$ cat src/rtl/fsk_mod_tx.sv
// Framed FSK transmitter: bytes in on valid/ready, UART-style frames out as
// mark/space square-wave tones in fixed windows aligned to reset release.
module fsk_mod_tx #(
  parameter int BIT_CLKS   = 32,
  parameter int MARK_HALF  = 2,
  parameter int SPACE_HALF = 1,
  parameter int DATA_W     = 8
) (
  input  logic              clk,
  input  logic              rst,
  input  logic [DATA_W-1:0] tx_data,
  input  logic              tx_valid,
  output logic              tx_ready,
  output logic              fsk_out,
  output logic              busy,
  output logic              bit_start
);

  localparam int CNT_W = (BIT_CLKS > 1) ? $clog2(BIT_CLKS) : 1;
  localparam int PH_W  = (MARK_HALF > 1) ? $clog2(MARK_HALF) : 1;
  localparam int IDX_W = (DATA_W > 1) ? $clog2(DATA_W) : 1;

  localparam logic [CNT_W-1:0] CNT_LAST   = CNT_W'(BIT_CLKS - 1);
  localparam logic [IDX_W-1:0] IDX_LAST   = IDX_W'(DATA_W - 1);
  localparam logic [PH_W-1:0]  MARK_LAST  = PH_W'(MARK_HALF - 1);
  localparam logic [PH_W-1:0]  SPACE_LAST = PH_W'(SPACE_HALF - 1);

  typedef enum logic [1:0] {IDLE, START, DATA, STOP} state_t;

  state_t            state;
  logic [CNT_W-1:0]  bit_cnt;
  logic [IDX_W-1:0]  bit_idx;
  logic [PH_W-1:0]   phase;
  logic [PH_W-1:0]   half_last;
  logic              hold_valid;
  logic [DATA_W-1:0] hold_data;
  logic [DATA_W-1:0] shifter;
  logic              win_end;
  logic              accept;
  logic              load;
  logic              send_space;

  assign win_end  = (bit_cnt == CNT_LAST);
  assign accept   = tx_valid && !hold_valid;
  assign load     = win_end && hold_valid && ((state == IDLE) || (state == STOP));
  assign tx_ready = !hold_valid;
  assign busy     = (state != IDLE) || hold_valid;

  // Tone selection follows the bit currently occupying the window.
  assign send_space = (state == START) || ((state == DATA) && !shifter[bit_idx]);
  assign half_last  = send_space ? SPACE_LAST : MARK_LAST;

  // Free-running bit timer; never stalls so windows stay locked to the demod.
  always_ff @(posedge clk or posedge rst) begin
    if (rst) begin
      bit_cnt   <= '0;
      bit_start <= 1'b0;
    end else begin
      bit_cnt   <= win_end ? '0 : bit_cnt + 1'b1;
      bit_start <= win_end;
    end
  end

  always_ff @(posedge clk or posedge rst) begin
    if (rst) begin
      hold_valid <= 1'b0;
    end else if (accept) begin
      hold_valid <= 1'b1;
    end else if (load) begin
      hold_valid <= 1'b0;
    end
  end

  // Payload registers carry no reset; hold_valid and state qualify them.
  always_ff @(posedge clk) begin
    if (accept) hold_data <= tx_data;
    if (load)   shifter   <= hold_data;
  end

  always_ff @(posedge clk or posedge rst) begin
    if (rst) begin
      state   <= IDLE;
      bit_idx <= '0;
    end else if (win_end) begin
      case (state)
        IDLE:  if (hold_valid) state <= START;
        START: begin
          state   <= DATA;
          bit_idx <= '0;
        end
        DATA: begin
          if (bit_idx == IDX_LAST) state <= STOP;
          else                     bit_idx <= bit_idx + 1'b1;
        end
        STOP:  state <= hold_valid ? START : IDLE;
        default: state <= IDLE;
      endcase
    end
  end

  // Each window starts low with phase cleared so edge positions are fixed.
  always_ff @(posedge clk or posedge rst) begin
    if (rst) begin
      fsk_out <= 1'b0;
      phase   <= '0;
    end else if (win_end) begin
      fsk_out <= 1'b0;
      phase   <= '0;
    end else if (phase == half_last) begin
      fsk_out <= ~fsk_out;
      phase   <= '0;
    end else begin
      phase <= phase + 1'b1;
    end
  end

endmodule

$ cat config.mk
export PLATFORM = sky130hd
export DESIGN_NAME = fsk_mod_tx
export DESIGN_NICKNAME = d
export VERILOG_FILES = /design/src/rtl/fsk_mod_tx.sv
export SDC_FILE = /design/constraint.sdc
export NUM_CORES = 1
export LEC_CHECK = 0
export BUFFER_PORTS_ARGS = -buffer_cell sky130_fd_sc_hd__buf_2
export CAP_MARGIN = 20
export CORE_MARGIN = 2
export CORE_UTILIZATION = 30
export CTS_CLUSTER_DIAMETER = 50
export DETAILED_ROUTE_END_ITERATION = 16
export GPL_ROUTABILITY_DRIVEN = 0
export HOLD_SLACK_MARGIN = 0.02
export PLACE_DENSITY_LB_ADDON = 0.08
export SYNTH_ARGS = -nofsm -noshare
export SYNTH_HDL_FRONTEND = slang
export SYNTH_SLANG_ARGS = --single-unit
$ cat constraint.sdc
create_clock -name clk -period 2 [get_ports clk]
set_clock_uncertainty 0.2 [all_clocks]
set_input_delay 0 -clock clk [delete_from_list [all_inputs] [get_ports clk]]
set_output_delay 0 -clock clk [all_outputs]
set_load 0.1 [all_outputs]
======== Word-level counts from Yosys, hierarchy flattened ========
Cells that the tools add are included.
operators by class
  $add $sub $neg .......................... 3
  magnitude comparators ................... 1
  equal/unequal tests ..................... 9
  mux-type cells .......................... 16
  bitwise operators ....................... 1
  reduce and logical (&&, ||, !) cells .... 16
operator list
  operator                                                number
  two-way mux 1 bit                                       9
  case mux 2 bit (4 select lines)                         1
  nonzero test 2 bit                                      4
  case mux 3 bit (2 select lines)                         1
  AND reduction 3 bit                                     2
  adder 5 x 1 -> 5 bit (second input constant)            1
  equality test 5 bit (second input constant)             1
  two-way mux 5 bit                                       1
  equality test 2 bit (second input constant)             2
  logical AND 1 bit                                       4
  < comparator 3 x 4 -> 1 bit (second input constant)     1
  two-way mux 2 bit                                       2
  inequality test 2 bit (second input constant)           2
  adder 3 x 1 -> 3 bit (second input constant)            1
  binary-select mux 1 bit (select 3 bit)                  1
  equality test 3 bit (second input constant)             1
  logical OR 1 bit                                        3
  two-way mux 3 bit                                       1
  equality test 2 x 1 -> 1 bit (second input constant)    1
  zero test 1 bit                                         2
  zero test 2 bit                                         1
  inequality test 2 x 1 -> 1 bit (second input constant)  1
  adder 1 bit (second input constant)                     1
  equality test 1 bit                                     1
  inverter 1 bit                                          1
word-level totals
  bits in registers ....................... 30
  input bits .............................. 11
  output and inout port bits .............. 4
  word-level logic and storage cells ...... 55

======== Depth between registers and ports, before layout ========
Gate-level depths: netlist of run 1.
  depth in word-level cells ............... 9
  gate-level depth with buffers ........... 7
  mapped depth without buffers ............ 6

======== Worst setup path after synthesis of run 1 ========
OpenSTA, ideal clock, no wires.
  path type ............................... reg-to-reg
  from .................................... reg state[0]
  to ...................................... reg state[1]
  library setup time ...................... 0.125 ns
  data arrival time ....................... 1.906 ns
  required time ........................... 1.675 ns
  slack ................................... -0.231 ns
  cell stages (with the launch flop) ...... 6
  path buffers ............................ 0
  period minus slack after synthesis ...... 2.231 ns
  cells stage by stage .................... dfrtp_1 inv_1 ha_1 nand2b_1 nand3_1 mux2_2
between the ends
  word-level cells in the longest chain between the ends .. 3
  elaborated cells on any way between the ends .. 8
  those cells by class .................... 5 x eq/ne; 1 x mux; 2 x reduce/logical
RTL lines
  what                                                                                             RTL line  RTL
  start, declared                                                                                  30        state_t state;
  start signal, assigned                                                                           95        STOP: state <= hold_valid ? START : IDLE;
  equality test 2 bit / zero test 2 bit (equally long branches)                                    85        case (state)
  inequality test 2 x 1 -> 1 bit (no source line) / inequality test 2 bit (equally long branches)  n/a
  AND reduction 3 bit (no source line)                                                             n/a
Parallel ways exist; a longest one is shown, timed or not.
A chain may end at the register's enable or synchronous reset.

======== Worst setup path after layout of run 1 ========
  from .................................... reg bit_idx[0]
  to ...................................... reg state[1]
between the ends
  word-level cells in the longest chain between the ends .. 3
RTL lines
  what                                             RTL line  RTL
  start, declared                                  32        logic [IDX_W-1:0] bit_idx;
  start signal, assigned                           93        else bit_idx <= bit_idx + 1'b1;
  equality test 3 bit                              92        if (bit_idx == IDX_LAST) state <= STOP;
  inequality test 2 x 1 -> 1 bit (no source line)  n/a
  AND reduction 3 bit (no source line)             n/a
Every way passes these cells.

==> results of run 1 <==
==> routing by layer <==
| layer | up-vias | wire length (microns) | global-route usage |
|---|---|---|---|
| met2 | 13 | 907 | 0.1432 |
| met3 | 6 | 85 | 0.03947 |
| li1 | 371 | - | - |
| met4 | 0 | 52 | 0.05882 |
| met5 | - | 0 | 0 |
| met1 | 354 | 958 | 0.1271 |
==> per-stage QoR <==
step	area (sq um)	cells	setup TNS, ps
after floorplan	1271	83	0
after global placement	1438	152	0
after detailed placement	1438	152	0
after CTS	1619	170	0
after global routing	1624	170	-49.96
final	1624	170	0
==> cells by family after synthesis <==
family | count (synthesis)
simple gates | 19
fa+ha+maj | 10
mux | 5
compound gates | 10
xor+xnor | 3
flops | 30
buf+inv | 6
==> worst reg2reg max path, cell delays in order, from the launching register on <==
cell	delay (ps)
dfrtp_1	410
buf_4	160
ha_1	210
ha_1	220
nand2b_1	190
nand3_2	100
mux2_2	320
==> cells in the mapped netlist <==
cell       count  area share
edfxtp_1      16        0.38
dfrtp_1       14        0.28
ha_1          10       0.099
nor2_1         7       0.021
inv_1          5       0.015
a22o_1         4       0.028
mux2_2         4       0.036
nand2b_1       3       0.015
nand3_1        3       0.012
nor2b_1        3       0.015
xnor2_1        2       0.014
a211o_1        1      0.0069
a22o_2         1      0.0079
a2bb2oi_1      1      0.0069
a41oi_2        1       0.013
and3_1         1      0.0049
buf_6          1      0.0089
mux4_2         1       0.018
nand2_1        1      0.0030
nand3b_1       1      0.0059
o2111ai_1      1      0.0069
o21ai_0        1      0.0039
xor2_1         1      0.0069
==> flip-flops by register name (all words and copies together), names as in the netlist <==
register,cells
shifter,8
state,2
hold_valid,1
hold_data,8
phase,1
bit_start,1
bit_idx,3
fsk_out,1
bit_cnt,5
==> layout make-up <==
cell class,count,area [sq um]
clock inverter,2,8.758
inverter,5,18.77
tap,50,62.56
clock buffer,6,72.57
fill,412,2405
multi-input combinational,47,415.4
timing repair buffer,30,215.2
sequential,30,830.8
==> what timing repair did <==
item	in CTS	in global routing
resized for setup	0	1
setup endpoints to repair	0	2
hold buffers	10	0
hold endpoints to repair	23	0
==> cells in the final DEF (no fill, tap or decap) <==
master / Yosys / routed
a211o_1: 1 / 1
a22o_1: 4 / 4
a22o_2: 1 / 1
a2bb2oi_1: 1 / 1
a41oi_2: 1 / 1
and3_1: 1 / 1
buf_2: 0 / 14
buf_4: 0 / 6
clkbuf_1: 0 / 1
clkbuf_8: 0 / 5
clkinv_1: 0 / 1
clkinv_2: 0 / 1
dfrtp_1: 14 / 14
dlygate4sd3_1: 0 / 10
edfxtp_1: 16 / 16
ha_1: 10 / 10
inv_1: 5 / 5
mux2_2: 4 / 4
mux4_2: 1 / 1
nand2_1: 1 / 1
nand2b_1: 3 / 2
nand2b_2: 0 / 1
nand3_1: 3 / 2
nand3_2: 0 / 1
nand3b_1: 1 / 1
nor2_1: 7 / 7
nor2b_1: 3 / 3
o2111ai_1: 1 / 1
o21ai_0: 1 / 1
xnor2_1: 2 / 2
xor2_1: 1 / 1
==> worst max-delay path by stage <==
| stage | slack (ps) | endpoint | from | depth (start not counted) |
|---|---|---|---|---|
| 2_1_floorplan | 10 | bit_idx[0] | bit_cnt[0] | 7 |
| 3_3_place_gp | 30 | fsk_out | bit_idx[0] | 6 |
| 3_5_place_dp | 50 | fsk_out | bit_idx[0] | 6 |
| 4_1_cts | 30 | fsk_out | bit_idx[0] | 6 |
| 5_1_grt | -40 | fsk_out | bit_idx[0] | 6 |
| 6_report | 70 | state[1] | bit_idx[0] | 6 |
==> power groups by stage <==
| stage | clock network [W] | logic, W | registers (W) |
|---|---|---|---|
| final | 0.000451 | 0.0000297 | 0.000649 |
| after floorplan | 0 | 0.00000458 | 0.000662 |
| after CTS | 0.000464 | 0.0000304 | 0.000649 |
| after detailed placement | 0 | 0.0000156 | 0.000661 |
| after global placement | 0 | 0.0000151 | 0.000661 |
| after global routing | 0.000505 | 0.0000336 | 0.000648 |
==> reports/qor.yml, run 1 <==
synth_compound_area_frac: 0.07298
switchingPower_w: 0.0002227
r2r_start: "bit_idx[0]"
p_seq_frac: 0.575
port_buffers: 14
grt_usage: 0.09997
cellInternalPower_w: 0.0009074
crit_family: "adder cells"
worst_slew_pin_slew_ps: 549.3
synth_top_family_by_area: "adder cells"
clkSinkCount: 30
fin_crit_sh: 0.9674
fmax_ghz: 0.5168
wl_per_cell_microns: 11.78
post_cts_buffers: 0
drt_first_iter_violations: 41
core-area_sq_mm: 0.004029
drv_slew: 0
dp_slack_ps: 51.21
clockBufferDepth: 2
ys_ff_latch: 30
rsz0062_at_grt: "true"
antenna_found_initial: 0
nets: 140
cts_tree: "built"
overflow: 0
drive_gt1_frac: 0.2917
yosysUniqueCellTypes: 23
pwr_density_cell_mw_per_mm2: 695.9
rows: 23
yosys.area_share.xor_xnor: 0.02071
fin_util: 0.4031
maxSlewHeadroom: 0.6334
hold_slack_ps: 105.8
avgSynthCellArea_sq_um: 15.29
grt_max_degree: 15
crit_path_cell_trace: "buf_4, ha_1, ha_1, nand2b_1, nand3_2, mux2_2"
setup_viol: 0
synth_fp_nets: 104
yosys_warnings: 0
endpoint_kind: "flop"
clockRootBuffer: "clkbuf_8"
clkLatencyLatePin_ps: 280
status: "completed"
start_util: 0.3149
maxCapViolCount: 0
die-area_sq_mm: 0.004765
synth_seq_area_share: 0.6548
r2r_slack_ps: 70
syn_area_sq_mm: 0.001269
synth_cells: 83
p_comb_frac: 0.026
ios: 15
synth_mux_area_frac: 0.05325
cpMaxStageDelayCell: "dfrtp_1"
cp-start-kind: "flop"
arrival_ps: 1890
drt_wl_total_mm: 2.003
power_frac_clock: 0.399
layout_min_cycle_time_ps: 1935
post-dp-hpwl_mm: 1.445
cp_num_buf_inv: 1
hold_path.class: "input pin to asynchronous set/reset pin"
slowest_delay_ps: 410
cp_common_cell: "ha_1"
die_y_microns: 69.03
n_antenna_cell: 0
hold_viol_final: 0
reg2reg_depth: 6
setup_ws_ps: 65.16
h-tree-depth: 2
via_per_inst: 4.376
grt_pass1_wl_mm: 3.622
firstDrtPassIters: 4
worst-setup-path-type: "flop to flop"
area_delta_synth_final_pct: 28.01
ant_nets: 0
num_vias: 744
synth_fa_ha_area_frac: 0.09862
p_sw_frac: 0.1971
grt_pass1_vias: 775
r2r-end: "state[1]"
required_ps: 1960
numCtsBuffers: 5
total_leakage_power_nw: 0.7004
die_w_microns: 69.03
crit_path_max_fanout: 3
peakVddDrop_uv: 522.8
finalPower_w: 0.001130
yosys.area_share.simple: 0.07594
clk_pin_slew_ps: 60
route.detailed.drc: 0
Power figures use the tool's default switching activity.
==> run 2, diff against run 1 <==
- CTS_BUF_LIST: not set -> sky130_fd_sc_hd__clkbuf_4
==> reports/qor.yml, run 2 (synthesis gave the netlist of run 1 again) <==
cp_common_cell: "ha_1"  # unchanged
clockRootBuffer: "clkbuf_4"  # was clkbuf_8
drive_gt1_frac: 0.3083  # was 0.2917
crit_path_cell_trace: "buf_4, ha_1, ha_1, nand2b_1, nand3_2, mux2_2"  # unchanged
p_comb_frac: 0.029  # was 0.026
switchingPower_w: 0.0002067  # was 0.0002227 W
cpMaxStageDelayCell: "dfrtp_1"  # unchanged
slowest_delay_ps: 420  # was 410 ps
grt_pass1_wl_mm: 3.657  # was 3.622 mm
power_frac_clock: 0.335  # was 0.399
grt_max_degree: 15  # unchanged
cts_tree: "built"  # unchanged
cp_num_buf_inv: 1  # unchanged
n_antenna_cell: 0  # unchanged
port_buffers: 14  # unchanged
cp-start-kind: "flop"  # unchanged
crit_path_max_fanout: 3  # unchanged
rows: 23  # unchanged
grt_busiest_layer: "met2"  # unchanged
nFillCells: 415  # was 412
required_ps: 2010  # was 1960 ps
peakVddDrop_uv: 334.9  # was 522.8 uV
grt_use_met2: 0.1432  # unchanged
num_vias: 756  # was 744
fin_crit_sh: 0.9693  # was 0.9674
antenna_found_initial: 0  # unchanged
total_leakage_power_nw: 0.6908  # was 0.7004 nW
rsz0062_at_grt: "true"  # unchanged
critPathLaunch: "bit_idx[0]"  # unchanged
pwr_density_cell_mw_per_mm2: 637.8  # was 695.9 mW/mm^2
clkLatencyLatePin_ps: 320  # was 280 ps
place_area_sq_mm: 0.001438  # unchanged
grtUsageMet3: 0.04386  # was 0.03947
maxSlewHeadroom: 0.6287  # was 0.6334
ios: 15  # unchanged
fmax_ghz: 0.5158  # was 0.5168 GHz
hold_path.class: "input pin to asynchronous set/reset pin"  # unchanged
hold_viol_final: 0  # unchanged
fin_util: 0.3969  # was 0.4031
reg_top3: "hold_data x8, shifter x8, bit_cnt x5"  # unchanged
r2r_slack_ps: 60  # was 70 ps
start_util: 0.3149  # unchanged
status: "completed"  # unchanged
met1_usage: 0.1281  # was 0.1271
cellInternalPower_w: 0.0008132  # was 0.0009074 W
clockBufferDepth: 2  # unchanged
wl_per_cell_microns: 11.80  # was 11.78 microns
clkSinkCount: 30  # unchanged
die_y_microns: 69.03  # unchanged
core-area_sq_mm: 0.004029  # unchanged
route.detailed.drc: 0  # unchanged
grt_pass1_vias: 780  # was 775
via_per_inst: 4.447  # was 4.376
drv_slew: 0  # unchanged
layout_min_cycle_time_ps: 1939  # was 1935 ps
setup_ws_ps: 61.38  # was 65.16 ps
layout_commonest_cell: "edfxtp_1"  # unchanged
die_w_microns: 69.03  # unchanged
drt_wl_total_mm: 2.006  # was 2.003 mm
dp_slack_ps: 51.21  # unchanged
die-area_sq_mm: 0.004765  # unchanged
numCtsBuffers: 5  # unchanged
endpoint_kind: "flop"  # unchanged
grt_usage: 0.1012  # was 0.09997
area_delta_synth_final_pct: 26.04  # was 28.01%
setup_viol: 0  # unchanged
firstDrtPassIters: 4  # unchanged
fin_area_sq_mm: 0.001599  # was 0.001624 sq mm
crit_family: "adder cells"  # unchanged
h-tree-depth: 2  # unchanged
r2r_start: "bit_idx[0]"  # unchanged
worst-setup-path-type: "flop to flop"  # unchanged
finalPower_w: 0.001020  # was 0.001130 W
post-dp-hpwl_mm: 1.445  # unchanged
overflow: 0  # unchanged
r2r-end: "state[1]"  # unchanged
most-common-layout-cells: "edfxtp_1, dfrtp_1, buf_2"  # unchanged
p_sw_frac: 0.2026  # was 0.1971
drt_first_iter_violations: 47  # was 41
p_seq_frac: 0.636  # was 0.575
clk_pin_slew_ps: 90  # was 60 ps
maxCapViolCount: 0  # unchanged
worst_slew_pin_slew_ps: 556.3  # was 549.3 ps
ant_nets: 0  # unchanged
nets: 140  # unchanged
reg2reg_depth: 6  # unchanged
tns_ps: 0  # unchanged
arrival_ps: 1950  # was 1890 ps
## run 2: cell types whose count changed in the layout (fill, tap and decap cells not counted)
| cell | delta |
|---|---|
| clkbuf_1 | -1 |
| clkbuf_4 | +6 |
| clkbuf_8 | -5 |
| nor2b_1 | -1 |
| nor2b_2 | +1 |
## run 2: final cells by class
class | instances | area, sq um | area share
Tap cell | 50 | 62.56 | 0.03912
Clock inverter | 2 | 8.758 | 0.005477
Multi-Input combinational cell | 47 | 417.9 | 0.2613
Inverter | 5 | 18.77 | 0.01174
Sequential cell | 30 | 830.8 | 0.5196
Timing Repair Buffer | 30 | 215.2 | 0.1346
Clock buffer | 6 | 45.04 | 0.02817
## run 2: how the worst max path moves through the flow
stage          slack, ps  cells after the start         end
6_report              60                      6    state[1]
3_3_place_gp          30                      6     fsk_out
3_5_place_dp          50                      6     fsk_out
4_1_cts               30                      6     fsk_out
2_1_floorplan         10                      7  bit_idx[0]
5_1_grt              -50                      6     fsk_out
## run 2: tightest hold or removal path, delay by kind of cell
kind	cells	cell delay (ps)
buffers and inverters	3	1060
## run 2: layer usage
metal  vias up  share of wire
li1        374              -
met1       363           0.48
met2        13           0.45
met3         6          0.044
met4         0          0.026
met5         -              0
## run 2: repair_timing
action | CTS | global route
hold endpoints to repair | 31 | 0
setup buffers | 0 | 0
endpoints found under the setup margin | 0 | 3
hold buffers | 10 | 0
gates resized for setup | 0 | 2
## run 2: power groups by stage
stage | clock, W | combinational (W) | sequential (W)
2_1_floorplan | 0 | 0.00000458 | 0.000662
3_3_place_gp | 0 | 0.0000151 | 0.000661
3_5_place_dp | 0 | 0.0000156 | 0.000661
4_1_cts | 0.000359 | 0.0000305 | 0.000648
5_1_grt | 0.000397 | 0.0000336 | 0.000648
6_report | 0.000342 | 0.0000298 | 0.000648
## run 2: metrics by stage
step                hold slack (ps)  std cells
global placement             -123.5        152
global route                  79.60        170
finish                        57.62        170
detailed placement           -117.0        152
CTS                           74.69        170
floorplan                    -310.8         83
